===== src/rtl/uart_pkg.sv =====
// Shared constants for the UART memory dump path: bit timing, frame length
// and the state encodings of the dump FSM and the byte transmitter.
package uart_pkg;

  localparam int CLKS_PER_BIT_DEF = 868;
  localparam int FRAME_BITS       = 10;

  localparam logic [2:0] ST_IDLE    = 3'd0;
  localparam logic [2:0] ST_FETCH   = 3'd1;
  localparam logic [2:0] ST_WAIT_RD = 3'd2;
  localparam logic [2:0] ST_SEND_LO = 3'd3;
  localparam logic [2:0] ST_SEND_HI = 3'd4;
  localparam logic [2:0] ST_NEXT    = 3'd5;
  localparam logic [2:0] ST_FINISH  = 3'd6;

  localparam logic [1:0] TX_IDLE  = 2'd0;
  localparam logic [1:0] TX_START = 2'd1;
  localparam logic [1:0] TX_DATA  = 2'd2;
  localparam logic [1:0] TX_STOP  = 2'd3;

endpackage


===== src/rtl/uart_tx_byte.sv =====
// 8N1 byte transmitter: start bit, D0..D7 LSB first, stop bit, each held
// CLKS_PER_BIT cycles. tx_done marks the last cycle of the stop bit.
module uart_tx_byte
  import uart_pkg::*;
#(
  parameter int CLKS_PER_BIT = CLKS_PER_BIT_DEF
) (
  input  logic       clk_100,
  input  logic       rst,
  input  logic       tx_start,
  input  logic [7:0] tx_data,
  output logic       tx,
  output logic       tx_busy,
  output logic       tx_done
);

  localparam int CW = (CLKS_PER_BIT > 1) ? $clog2(CLKS_PER_BIT) : 1;
  localparam logic [CW-1:0] BIT_LAST = CW'(CLKS_PER_BIT - 1);

  logic [1:0]    st;
  logic [CW-1:0] baud_cnt;
  logic [2:0]    bit_idx;
  logic [7:0]    shreg;

  always_ff @(posedge clk_100) begin
    if (rst) begin
      st       <= TX_IDLE;
      baud_cnt <= '0;
      bit_idx  <= '0;
      tx       <= 1'b1;
    end else begin
      case (st)
        TX_IDLE: begin
          tx <= 1'b1;
          if (tx_start) begin
            st       <= TX_START;
            baud_cnt <= '0;
            tx       <= 1'b0;
          end
        end
        TX_START: begin
          if (baud_cnt == BIT_LAST) begin
            baud_cnt <= '0;
            bit_idx  <= '0;
            st       <= TX_DATA;
            tx       <= shreg[0];
          end else begin
            baud_cnt <= baud_cnt + 1'b1;
          end
        end
        TX_DATA: begin
          if (baud_cnt == BIT_LAST) begin
            baud_cnt <= '0;
            if (bit_idx == 3'd7) begin
              st <= TX_STOP;
              tx <= 1'b1;
            end else begin
              bit_idx <= bit_idx + 1'b1;
              tx      <= shreg[1];
            end
          end else begin
            baud_cnt <= baud_cnt + 1'b1;
          end
        end
        default: begin
          if (baud_cnt == BIT_LAST) begin
            baud_cnt <= '0;
            st       <= TX_IDLE;
          end else begin
            baud_cnt <= baud_cnt + 1'b1;
          end
        end
      endcase
    end
  end

  // Shift register is pure data: loaded on accept, shifted at each data-bit boundary.
  always_ff @(posedge clk_100) begin
    if (st == TX_IDLE && tx_start)
      shreg <= tx_data;
    else if (st == TX_DATA && baud_cnt == BIT_LAST)
      shreg <= {1'b0, shreg[7:1]};
  end

  assign tx_busy = (st != TX_IDLE);
  assign tx_done = (st == TX_STOP) && (baud_cnt == BIT_LAST);

endmodule


===== src/rtl/uart_mem_dump_tx.sv =====
// Streams word_count 16-bit memory words starting at base_addr out over the
// UART, low byte first, one memory read per word in increasing address order.
module uart_mem_dump_tx
  import uart_pkg::*;
#(
  parameter int CLKS_PER_BIT = CLKS_PER_BIT_DEF,
  parameter int ADDR_W       = 16,
  parameter int DATA_W       = 16,
  parameter int MEM_LATENCY  = 1
) (
  input  logic              clk_100,
  input  logic              rst,
  input  logic              start,
  input  logic [ADDR_W-1:0] base_addr,
  input  logic [15:0]       word_count,
  output logic [ADDR_W-1:0] mem_addr,
  input  logic [DATA_W-1:0] mem_rdata,
  output logic              tx,
  output logic              busy,
  output logic              done,
  output logic              led_tx
);

  localparam logic [7:0] LAT_LAST = 8'(MEM_LATENCY - 1);

  logic [2:0]        state;
  logic [ADDR_W-1:0] addr_reg;
  logic [ADDR_W-1:0] addr_hold;
  logic [15:0]       remaining;
  logic [7:0]        lat_cnt;
  logic [DATA_W-1:0] word_reg;
  logic              byte_issued;
  logic              tx_start;
  logic [7:0]        tx_data;
  logic              tx_busy;
  logic              tx_done;

  always_ff @(posedge clk_100) begin
    if (rst) begin
      state       <= ST_IDLE;
      addr_reg    <= '0;
      addr_hold   <= '0;
      remaining   <= '0;
      lat_cnt     <= '0;
      byte_issued <= 1'b0;
    end else begin
      case (state)
        ST_IDLE: begin
          if (start) begin
            addr_reg  <= base_addr;
            remaining <= word_count;
            state     <= (word_count == 16'd0) ? ST_FINISH : ST_FETCH;
          end
        end
        ST_FETCH: begin
          addr_hold <= addr_reg;
          lat_cnt   <= '0;
          state     <= ST_WAIT_RD;
        end
        ST_WAIT_RD: begin
          if (lat_cnt == LAT_LAST) state <= ST_SEND_LO;
          else lat_cnt <= lat_cnt + 8'd1;
        end
        ST_SEND_LO, ST_SEND_HI: begin
          if (tx_start) byte_issued <= 1'b1;
          if (tx_done) begin
            byte_issued <= 1'b0;
            state       <= (state == ST_SEND_LO) ? ST_SEND_HI : ST_NEXT;
          end
        end
        ST_NEXT: begin
          addr_reg  <= addr_reg + 1'b1;
          remaining <= remaining - 16'd1;
          state     <= (remaining == 16'd1) ? ST_FINISH : ST_FETCH;
        end
        default: state <= ST_IDLE;
      endcase
    end
  end

  // Read data is captured once the memory latency has elapsed in WAIT_RD.
  always_ff @(posedge clk_100) begin
    if (state == ST_WAIT_RD && lat_cnt == LAT_LAST)
      word_reg <= mem_rdata;
  end

  // The address goes out combinationally in FETCH so the read completes in
  // MEM_LATENCY cycles; afterwards the held copy keeps the port stable.
  assign mem_addr = (state == ST_FETCH) ? addr_reg : addr_hold;

  assign tx_start = ((state == ST_SEND_LO) || (state == ST_SEND_HI)) && !byte_issued && !tx_busy;
  assign tx_data  = (state == ST_SEND_HI) ? word_reg[15:8] : word_reg[7:0];

  assign busy   = (state != ST_IDLE) && (state != ST_FINISH);
  assign done   = (state == ST_FINISH);
  assign led_tx = busy;

  uart_tx_byte #(
    .CLKS_PER_BIT(CLKS_PER_BIT)
  ) u_tx_byte (
    .clk_100 (clk_100),
    .rst     (rst),
    .tx_start(tx_start),
    .tx_data (tx_data),
    .tx      (tx),
    .tx_busy (tx_busy),
    .tx_done (tx_done)
  );

endmodule


===== config.mk =====
export PLATFORM = sky130hd
export DESIGN_NAME = uart_mem_dump_tx
export DESIGN_NICKNAME = d
export VERILOG_FILES = /design/src/rtl/uart_pkg.sv /design/src/rtl/uart_tx_byte.sv /design/src/rtl/uart_mem_dump_tx.sv
export SDC_FILE = /design/constraint.sdc
export NUM_CORES = 1
export LEC_CHECK = 0
export CORE_UTILIZATION = 47
export CTS_CLUSTER_DIAMETER = 200
export DETAILED_ROUTE_END_ITERATION = 8
export PLACE_DENSITY = 0.66
export SYNTH_ARGS = -nofsm -noshare
export SYNTH_HDL_FRONTEND = slang
export SYNTH_SLANG_ARGS = --single-unit

===== constraint.sdc =====
create_clock -name clk_100 -period 3.15 [get_ports clk_100]
set_clock_uncertainty 0.05 [all_clocks]
set_input_delay 0.315 -clock clk_100 [delete_from_list [all_inputs] [get_ports clk_100]]
set_output_delay 0.315 -clock clk_100 [all_outputs]
set_load 0.01 [all_outputs]

# Word level (Yosys, flattened, before mapping)
# Index checks and enable logic that the tools add are counted.
[word_totals]
wordCells = 107
regBits = 100
out_inout_bits = 20
[classes]
eq_ne = 22
n_mux = 37
reduce_logical = 31
n_addsub = 5
[ops]
columns = ["operator", "n"]
rows = [
  ["one-hot mux 16 bit (2 select lines)", 2],
  ["2-to-1 mux 16 bit", 3],
  ["2-to-1 mux 8 bit", 4],
  ["2-to-1 mux 10 bit", 3],
  ["2-to-1 mux 3 bit", 8],
  ["adder 16 x 1 -> 16 bit, second input constant", 1],
  ["== test 16 x 1 -> 1 bit, second input constant", 1],
  ["logical NOT 16 bit", 1],
  ["one-hot mux 8 bit (2 select lines)", 1],
  ["subtractor 16 x 1 -> 16 bit, second input constant", 1],
  ["one-hot mux 3 bit (5 select lines)", 1],
  ["nonzero test 2 bit", 7],
  ["== test 3 bit, second input constant", 4],
  ["adder 10 x 1 -> 10 bit, second input constant", 1],
  ["== test 10 bit, second input constant", 1],
  ["2-to-1 mux 2 bit", 5],
  ["!= test 2 x 1 -> 1 bit, second input constant", 5],
  ["adder 8 x 1 -> 8 bit, second input constant", 1],
  ["logical NOT 8 bit", 1],
  ["!= test 2 bit, second input constant", 4],
  ["logical AND 1 bit", 7],
  ["2-to-1 mux 1 bit", 7],
  ["== test 3 x 2 -> 1 bit, second input constant", 2],
  ["one-hot mux 2 bit (3 select lines)", 1],
  ["other kinds (17)", 23],
]

# Logic depth before layout (Yosys ltp)
# Gate-level depths: netlist of run 1.
[depth]
depth_word = 6
depth_mapped = 8

# Modules after synthesis
# A second synthesis of run 1 with hierarchy kept.
[unflattened]
hier_cells = 567
area_unflattened_um2 = 5237.5
[modules_own_cells]
columns = ["mod", "cells_per_inst", "n_inst", "area_each_um2"]
rows = [
  ["uart_mem_dump_tx", 427, 1, 3885.0],
  ["uart_tx_byte", 140, 1, 1352.5],
]

# Least setup slack after synthesis of run 1
# OpenSTA, ideal clock, no wires.
[synth_path]
path_type = "reg2reg"
from = "reg lat_cnt[0]"
to = "reg word_reg[0], enable pin"
path_stages_with_launch = 6
arrival_ns = 2.119
path_slack_ns = 0.572
synth_period_minus_slack_ns = 2.578
setup_time_ns = 0.409
path_cell_list = "dfxtp_1 -> inv_1 -> ha_1 -> nor4b_1 -> nand2_1 -> nor3_1"
[synth_between]
elab_chain_cells = 2
[synth_rtl]
columns = ["element", "line_no", "text"]
rows = [
  ["start: declaration", "uart_mem_dump_tx.sv:30", "logic [7:0] lat_cnt;"],
  ["start signal: assignment", "uart_mem_dump_tx.sv:62", "else lat_cnt <= lat_cnt + 8'd1;"],
  ["logical NOT 8 bit", "uart_mem_dump_tx.sv:83", "if (state == ST_WAIT_RD && lat_cnt == LAT_LAST)"],
  ["logical AND 1 bit", "uart_mem_dump_tx.sv:83", ""],
  ["end signal: assignment", "uart_mem_dump_tx.sv:84", "word_reg <= mem_rdata;"],
  ["end: declaration", "uart_mem_dump_tx.sv:31", "logic [DATA_W-1:0] word_reg;"],
]
# No other way between the ends.
# A chain may end at the register's enable or synchronous reset.

# Final worst setup path of run 1
[layout_path]
from = "reg state[0]"
to = "out mem_addr[15]"
[layout_between]
elab_chain_cells = 2
[layout_rtl]
columns = ["element", "line_no", "text"]
rows = [
  ["start: declaration", "uart_mem_dump_tx.sv:26", "logic [2:0] state;"],
  ["start signal: assignment", "uart_mem_dump_tx.sv:52", "state <= (word_count == 16'd0) ? ST_FINISH : ST_FETCH;"],
  ["start signal: assignment", "uart_mem_dump_tx.sv:68", "state <= (state == ST_SEND_LO) ? ST_SEND_HI : ST_NEXT;"],
  ["start signal: assignment", "uart_mem_dump_tx.sv:74", "state <= (remaining == 16'd1) ? ST_FINISH : ST_FETCH;"],
  ["== test 3 x 1 -> 1 bit", "uart_mem_dump_tx.sv:89", "assign mem_addr = (state == ST_FETCH) ? addr_reg : addr_hold;"],
  ["2-to-1 mux 16 bit", "--", ""],
  ["end: declaration", "uart_mem_dump_tx.sv:16", "output logic [ADDR_W-1:0] mem_addr,"],
]
# No other way between the ends.

==> out/qor.txt, run 1 <==
CTS tree: yes
Gate power share: 22.1%
Initial antenna violation count: 0
PwrDens: 503 nW/um2
Num rows: 37
Worst slew pin tran: 0.914 ns
Final Hold Viols: 0
Max Root-Sink Buffers: 2
Max incr delay on CP: 0.73 ns
Drt drc: 0
Sequential power share: 49.5%
Synth Area in Simple Gates: 24.3%
Synthesis-to-finish area growth: 20.0%
Max Fclk: 0.344 GHz
First-pass GRT wire length: 18900 um
R2r worst-path depth: 4
XOR/XNOR share of the synthesized area: 0.875%
Clock root buffer: clkbuf_8
Status: finished, final reports clean
Crit path launch type: flip-flop
CTS clk-pin slew, worst paths: 0.10 ns
Fin util: 58.2%
Seq cells post-synth: 100
Post-synthesis cell count: 545
FILL cells: 924
Static leakage power: 2.10 nW
Stages on the worst setup path: 4
Dpl hpwl: 7690 um
Die H: 105 um
CP Class: reg -> out
CP Buf/Inv Count: 2
CTS HTree Levels: 3
Fin area: 6010 um2
Critical-path top delay cell: dfxtp_1
Synth Area in Compound Gates: 17.2%
DR WL/cell: 15.1 um
Pint: 2.09 mW
Routed WL: 11300 um
RR Startpoint: state[2]
Post-synthesis mux area share: 6.05%
Num ports: 71
Net Count, Synth: 608
Cell Area, Synth: 5010 um2
Reg-to-Reg End: u_tx_byte.shreg[1]
Sequential area share after synthesis: 44.8%
Main combinational cell family by area after synthesis: simple AND/OR/NAND/NOR gates
Clock Latency Late Sink: 0.37 ns
Synth async-reset ratio: 0%
Core Region: 10300 um2
Via count: 4232
Vias in the first global route: 4016
Initial drt markers: 160
Setup crit end: mem_addr[15]
Die area: 11100 um2
Max-slew headroom: 39.0%
Setup_tns: 0 ns
Largest net degree at the start of global routing: 51
Drt first pass iters: 4
Max Cap Violations: 0
Post-CTS Hold Fix Bufs: 0
DP Area: 5800 um2
I/O Buffers: 70
Tmin final: 2.90 ns
Sw frac: 30.9%
Avg Synthesized Cell Area: 9.19 um2
RSZ-0062 raised after global routing: false
FF-to-FF setup slack: 0.69 ns
Final GP Congestion: 0.834
Clk sink count: 100
Nets: 668
Library cells used by synthesis: 66
Switching power: 0.933 mW
Clock group share of total power: 28.5%
Worst-path fanout max: 20
Critical path origin: state[0]
Max Slew Vio Count: 0
Initial core utilization: 48.5%
Post-CTS Setup Inserts: 0
Peak VDD IR: 0.386 mV
CP endpoint kind: output pin
Post-synthesis adder-cell area fraction: 3.00%
Post-synth EDFFs: 24
Setup violators final: 0
Die Wd: 105 um
Antenna diodes: 0
Gr usage total: 21.0%
Synth Warn #: 0
CTS resizes: 0
Crit share post-route: 92.2%
Critical path's top delay family: buffers and inverters
Critical-path cell list: nor3b_2 -> buf_4 -> mux2_2 -> clkdlybuf4s50_1
Share of cells above drive strength 1: 9.34%
Total grt overflow: 0
Num CTS Buffers: 9
Top FF cell, synth: dfxtp_1
Vias/cell: 5.67
Hold Crit Class: in -> reg
Worst EP arrival: 2.54 ns
Antenna viol nets, final: 0
Critical path required time: 2.78 ns
-- how the worst min path moves through the flow --
stage,from,to,slack [ns],cells after the start
finish,mem_rdata[12],word_reg[12],0.44,1
global route,mem_rdata[13],word_reg[13],0.42,1
global placement,u_tx_byte.tx,u_tx_byte.tx,0.43,2
CTS,mem_rdata[6],word_reg[6],0.42,1
detailed placement,u_tx_byte.tx,u_tx_byte.tx,0.43,2
floorplan,mem_rdata[0],word_reg[0],0.36,0
-- power groups by stage --
| stage | logic, mW | clock network (mW) | registers, mW |
|---|---|---|---|
| floorplan | 0.458 | 0 | 1.49 |
| finish | 0.667 | 0.861 | 1.50 |
| CTS | 0.671 | 0.885 | 1.49 |
| global route | 0.733 | 0.933 | 1.51 |
| detailed placement | 0.665 | 0 | 1.52 |
| global placement | 0.653 | 0 | 1.52 |
-- per-layer routing --
metal,vias to the layer above,track usage (%),wire length (um)
met3,9,4.39,543
li1,2138,-,-
met5,-,0,0
met1,1977,26.0,5120
met2,108,36.1,5490
met4,0,6.84,127
-- final cells by class --
cell class / count / area (um2) / area share (%)
Multi-Input combinational cell: 402 / 2580 / 43.0
Sequential cell: 100 / 2240 / 37.3
Timing Repair Buffer: 78 / 756 / 12.6
Tap cell: 136 / 170 / 2.83
Clock buffer: 9 / 124 / 2.06
Clock inverter: 7 / 82.6 / 1.37
Inverter: 14 / 52.6 / 0.874
-- metrics by stage --
stage	std cells	total power, mW	hold slack (ns)	setup slack [ns]
6_report	746	3.02	0.437	0.246
3_3_place_gp	730	2.17	0.426	0.756
5_1_grt	746	3.18	0.419	0.102
3_5_place_dp	730	2.19	0.429	0.677
2_1_floorplan	545	1.95	0.364	0.572
4_1_cts	746	3.05	0.422	0.231
-- synth_stat cells (3+ instances only) --
library cell   n  share of area [%]
nor3_1        18                1.8
a311oi_1       7                1.2
and3_1         7               0.87
mux2_2        18                4.0
dfxtp_1       76                 30
buf_2          9               0.90
a221oi_1       3               0.52
nand4b_1       4               0.70
nand2_1       46                3.4
nor3b_1        4               0.60
or2_2          3               0.37
nor4_1        14                1.7
o22ai_1        3               0.37
a31oi_1        8                1.0
ha_1          12                3.0
clkbuf_1      15                1.1
inv_1         14                1.0
a21oi_1       47                4.7
mux2i_1       10                2.0
nand2b_1       8                1.0
nor2b_1       18                2.2
nor2_1        53                4.0
nand4_1        5               0.62
edfxtp_1      24                 14
o311ai_0       4               0.70
buf_4          5               0.75
a22oi_1        3               0.45
or4_1          3               0.45
or3_1          6               0.75
xnor2_1        4               0.70
nand3_1       17                1.7
o211ai_1       9                1.3
a211oi_1       5               0.75
o21ai_0       20                2.0
o21bai_1       3               0.45
-- logic make-up after synthesis --
| logic type | Yosys count |
|---|---|
| simple gates | 225 |
| compound gates | 132 |
| flops | 100 |
| buf+inv | 43 |
| mux | 28 |
| fa+ha+maj | 12 |
| xor+xnor | 5 |
-- cells in the final DEF, fill, tap and decap left out, types with 4 or more instances in the layout --
cell type / count
dfxtp_1: 76
clkdlybuf4s50_1: 69
nor2_1: 53
a21oi_1: 47
nand2_1: 46
edfxtp_1: 24
o21ai_0: 20
mux2_2: 18
nor2b_1: 18
nor3_1: 17
nand3_1: 17
inv_1: 14
nor4_1: 14
ha_1: 12
mux2i_1: 10
o211ai_1: 9
clkbuf_8: 9
nand2b_1: 8
a31oi_1: 8
buf_4: 8
and3_1: 7
a311oi_1: 7
or3_1: 6
nand4_1: 5
a211oi_1: 5
xnor2_1: 4
nand4b_1: 4
o311ai_0: 4
(Power assumes the default switching activity.)
==> run 2, diff against run 1 <==
--- a/config.mk
+++ b/config.mk
@@ -9,6 +9,7 @@
 export CTS_CLUSTER_DIAMETER = 200
 export DETAILED_ROUTE_END_ITERATION = 8
-export PLACE_DENSITY = 0.66
+export PLACE_DENSITY = 0.7
 export SYNTH_ARGS = -nofsm -noshare
 export SYNTH_HDL_FRONTEND = slang
+export SYNTH_HIERARCHICAL = 1
 export SYNTH_SLANG_ARGS = --single-unit
--- a/constraint.sdc
+++ b/constraint.sdc
@@ -3,3 +3,3 @@
 set_input_delay 0.315 -clock clk_100 [delete_from_list [all_inputs] [get_ports clk_100]]
 set_output_delay 0.315 -clock clk_100 [all_outputs]
-set_load 0.01 [all_outputs]
+set_load 0.1 [all_outputs]
==> out/qor.txt, run 2 <==
Status: finished, final reports clean
Switching power: 1.25 mW (+34%)
R2r worst-path depth: 5 (+1)
Core Region: 10800 um2 (+5.0%)
Most frequent cells in the layout: dfxtp_1 (76), nand2_1 (59), clkdlybuf4s50_1 (50)
Critical path required time: 3.09 ns (+0.31 ns)
Largest net degree at the start of global routing: 32 (-37%)
Library cells used by synthesis: 76 (+15%)
Vias in the first global route: 4049 (+0.82%)
Max-slew headroom: 25.8% (-13 points)
Die H: 108 um (+2.2%)
Max Root-Sink Buffers: 2 (unchanged)
HP Start: rst
Peak VDD IR: 0.405 mV (+5.1%)
RR Startpoint: state[1]
Post-CTS Setup Inserts: 0 (unchanged)
Count leader, synth: dfxtp_1
Most common cell after layout, fill and taps aside: dfxtp_1
Num ports: 71 (unchanged)
Antenna viol nets, final: 0 (unchanged)
Clock Latency Late Sink: 0.37 ns (about the same)
Routed WL: 11400 um (+1.2%)
CP endpoint kind: flip-flop
Num CTS Buffers: 9 (unchanged)
Worst-path fanout max: 10 (-50%)
Fin area: 6140 um2 (+2.2%)
Post-synthesis cell count: 567 (+4.0%)
Max Fclk: 0.394 GHz (+14%)
Antenna diodes: 0 (unchanged)
Drt drc: 0 (unchanged)
Critical-path cell list: or3b_2 -> o21a_1 -> nor3_1 -> nand2_1 -> o21ai_0
Post-layout power: 3.36 mW (+11%)
Grt met3 use: 4.18% (-0.21 points)
Worst EP arrival: 2.48 ns (-0.06 ns)
Initial core utilization: 48.3% (-0.19 points)
M2 GR Usage: 33.6% (-2.5 points)
Clock root buffer: clkbuf_8
Initial drt markers: 189 (+18%)
Synth Warn #: 6 (+6)
Critical path's top delay family: simple AND/OR/NAND/NOR gates
Seq cells post-synth: 100 (unchanged)
Num rows: 38 (+2.7%)
Met1 global-route usage: 28.0% (+1.9 points)
Worst setup margin: 0.612 ns (+0.366 ns)
Share of cells above drive strength 1: 15.4% (+6.1 points)
Die area: 11600 um2 (+4.5%)
Fin util: 56.7% (-1.6 points)
Nets: 687 (+2.8%)
FILL cells: 963 (+4.2%)
CP Class: reg -> reg
Initial antenna violation count: 0 (unchanged)
Max Cap Violations: 0 (unchanged)
CTS HTree Levels: 3 (unchanged)
First-pass GRT wire length: 19200 um (+1.7%)
Final GP Congestion: 0.848 (+1.6%)
Clock group share of total power: 23.9% (-4.6 points)
Crit share post-route: 80.6% (-12 points)
Setup violators final: 0 (unchanged)
DR WL/cell: 14.9 um (-1.7%)
Static leakage power: 2.25 nW (+7.1%)
Top post-synthesis cells by count: dfxtp_1 (76), nand2_1 (59), a21oi_1 (46)
Avg Synthesized Cell Area: 9.24 um2 (+0.54%)
Dpl hpwl: 8230 um (+7.1%)
Via count: 4337 (+2.5%)
Die Wd: 108 um (+2.2%)
Max incr delay on CP: 0.60 ns (-0.13 ns)
Stages on the worst setup path: 5 (+1)
Post-CTS Hold Fix Bufs: 0 (unchanged)
Post-synth EDFFs: 24 (unchanged)
CTS resizes: 0 (unchanged)
Area contributors post-synth: dfxtp_1 (29%), edfxtp_1 (14%), mux2_2 (5.2%), a21oi_1 (4.4%), nand2_1 (4.2%)
Max Slew Vio Count: 0 (unchanged)
Total grt overflow: 0 (unchanged)
Final Hold Viols: 0 (unchanged)
Sequential area share after synthesis: 42.8% (-2.0 points)
Gate power share: 30.7% (+8.6 points)
Clk sink count: 100 (unchanged)
CP Buf/Inv Count: 0 (-2)
Top FF cell, synth: dfxtp_1
Reg-to-Reg End: u_tx_byte/shreg[6]
Top cell type's share of synthesized area: 29.0% (-1.3 points)
Global route hottest layer: met2
Post-Place Setup Slack: 0.622 ns (-0.0549 ns)
Net Count, Synth: 631 (+3.8%)
Hold Crit Class: in -> reg
Synthesis-to-finish area growth: 17.3%
PwrDens: 547 nW/um2 (+8.7%)
Critical path origin: state[1]
DP Area: 5950 um2 (+2.6%)
Setup_tns: 0 ns (unchanged)
I/O Buffers: 70 (unchanged)
Cell Area, Synth: 5240 um2 (+4.6%)
Crit path launch type: flip-flop
Setup crit end: u_tx_byte/shreg[6]
CTS tree: yes
Tmin final: 2.54 ns (-0.366 ns)
Gr usage total: 20.9% (-0.028 points)
Vias/cell: 5.65 (-0.45%)
RSZ-0062 raised after global routing: false
Critical-path top delay cell: or3b_2
Post-synth top area cell: dfxtp_1
Drt first pass iters: 5 (+1)
FF-to-FF setup slack: 0.61 ns (-0.08 ns)
CTS clk-pin slew, worst paths: 0.10 ns (about the same)
Synth async-reset ratio: 0% (unchanged)
Sequential power share: 45.4% (-4.1 points)
Worst slew pin tran: 1.10 ns (+0.187 ns)
Sw frac: 37.3% (+6.5 points)
Pint: 2.10 mW (+0.68%)
-- run 2: cell count changes in the layout (fill, tap and decap cells not counted), moves of 5 or more --
cell / before / now
a22oi_1: 3 / 8
a311oi_1: 7 / 1
and3_1: 7 / 12
buf_4: 8 / 27
clkdlybuf4s50_1: 69 / 50
mux2_2: 18 / 24
mux2i_1: 10 / 2
nand2_1: 46 / 59
nand3_1: 17 / 25
nor2_1: 53 / 35
-- run 2: stage by stage --
step / instances / hold WS [ns]
2_1_floorplan: 567 / 0.364
3_3_place_gp: 752 / 0.414
3_5_place_dp: 752 / 0.437
4_1_cts: 768 / 0.311
5_1_grt: 768 / 0.336
6_report: 768 / 0.330
-- run 2: logic make-up (layout without fill, tap and decap cells) --
family / count (synthesis) / in the layout / synth area share (%)
mux: 26 / 26 / 5.54
xor+xnor: 12 / 12 / 2.37
buf+inv: 51 / 112 / 4.73
flops: 100 / 100 / 42.8
simple gates: 236 / 236 / 25.0
fa+ha+maj: 13 / 13 / 3.11
compound gates: 129 / 129 / 16.4
-- run 2: worst min path at each step --
stage               slack, ns              endpoint  cells after the start
floorplan                0.36           word_reg[0]                      0
global placement         0.41  u_tx_byte/bit_idx[1]                      2
detailed placement       0.44  u_tx_byte/bit_idx[1]                      2
CTS                      0.31            lat_cnt[1]                      2
global route             0.34            lat_cnt[0]                      2
finish                   0.33            lat_cnt[0]                      2
-- run 2: power by group through the flow --
stage | clock network, mW | logic [mW] | registers (mW)
after CTS | 0.825 | 1.03 | 1.52
after floorplan | 0 | 0.807 | 1.54
after global routing | 0.885 | 1.11 | 1.54
final | 0.802 | 1.03 | 1.53
after detailed placement | 0 | 1.03 | 1.55
after global placement | 0 | 1.01 | 1.55
-- run 2: routing by layer --
metal	vias to the layer above	wire, um
met3	15	468
met4	0	142
met5	-	0
met2	110	5360
li1	2179	-
met1	2033	5430
-- run 2: area by class of cell --
class | instances | area (um2) | share of cell area, %
multi-input combinational | 416 | 2760 | 44.9
sequential | 100 | 2240 | 36.5
inverter | 18 | 67.6 | 1.10
timing repair buffer | 78 | 708 | 11.5
tap | 140 | 175 | 2.85
clock inverter | 7 | 65.1 | 1.06
clock buffer | 9 | 124 | 2.02
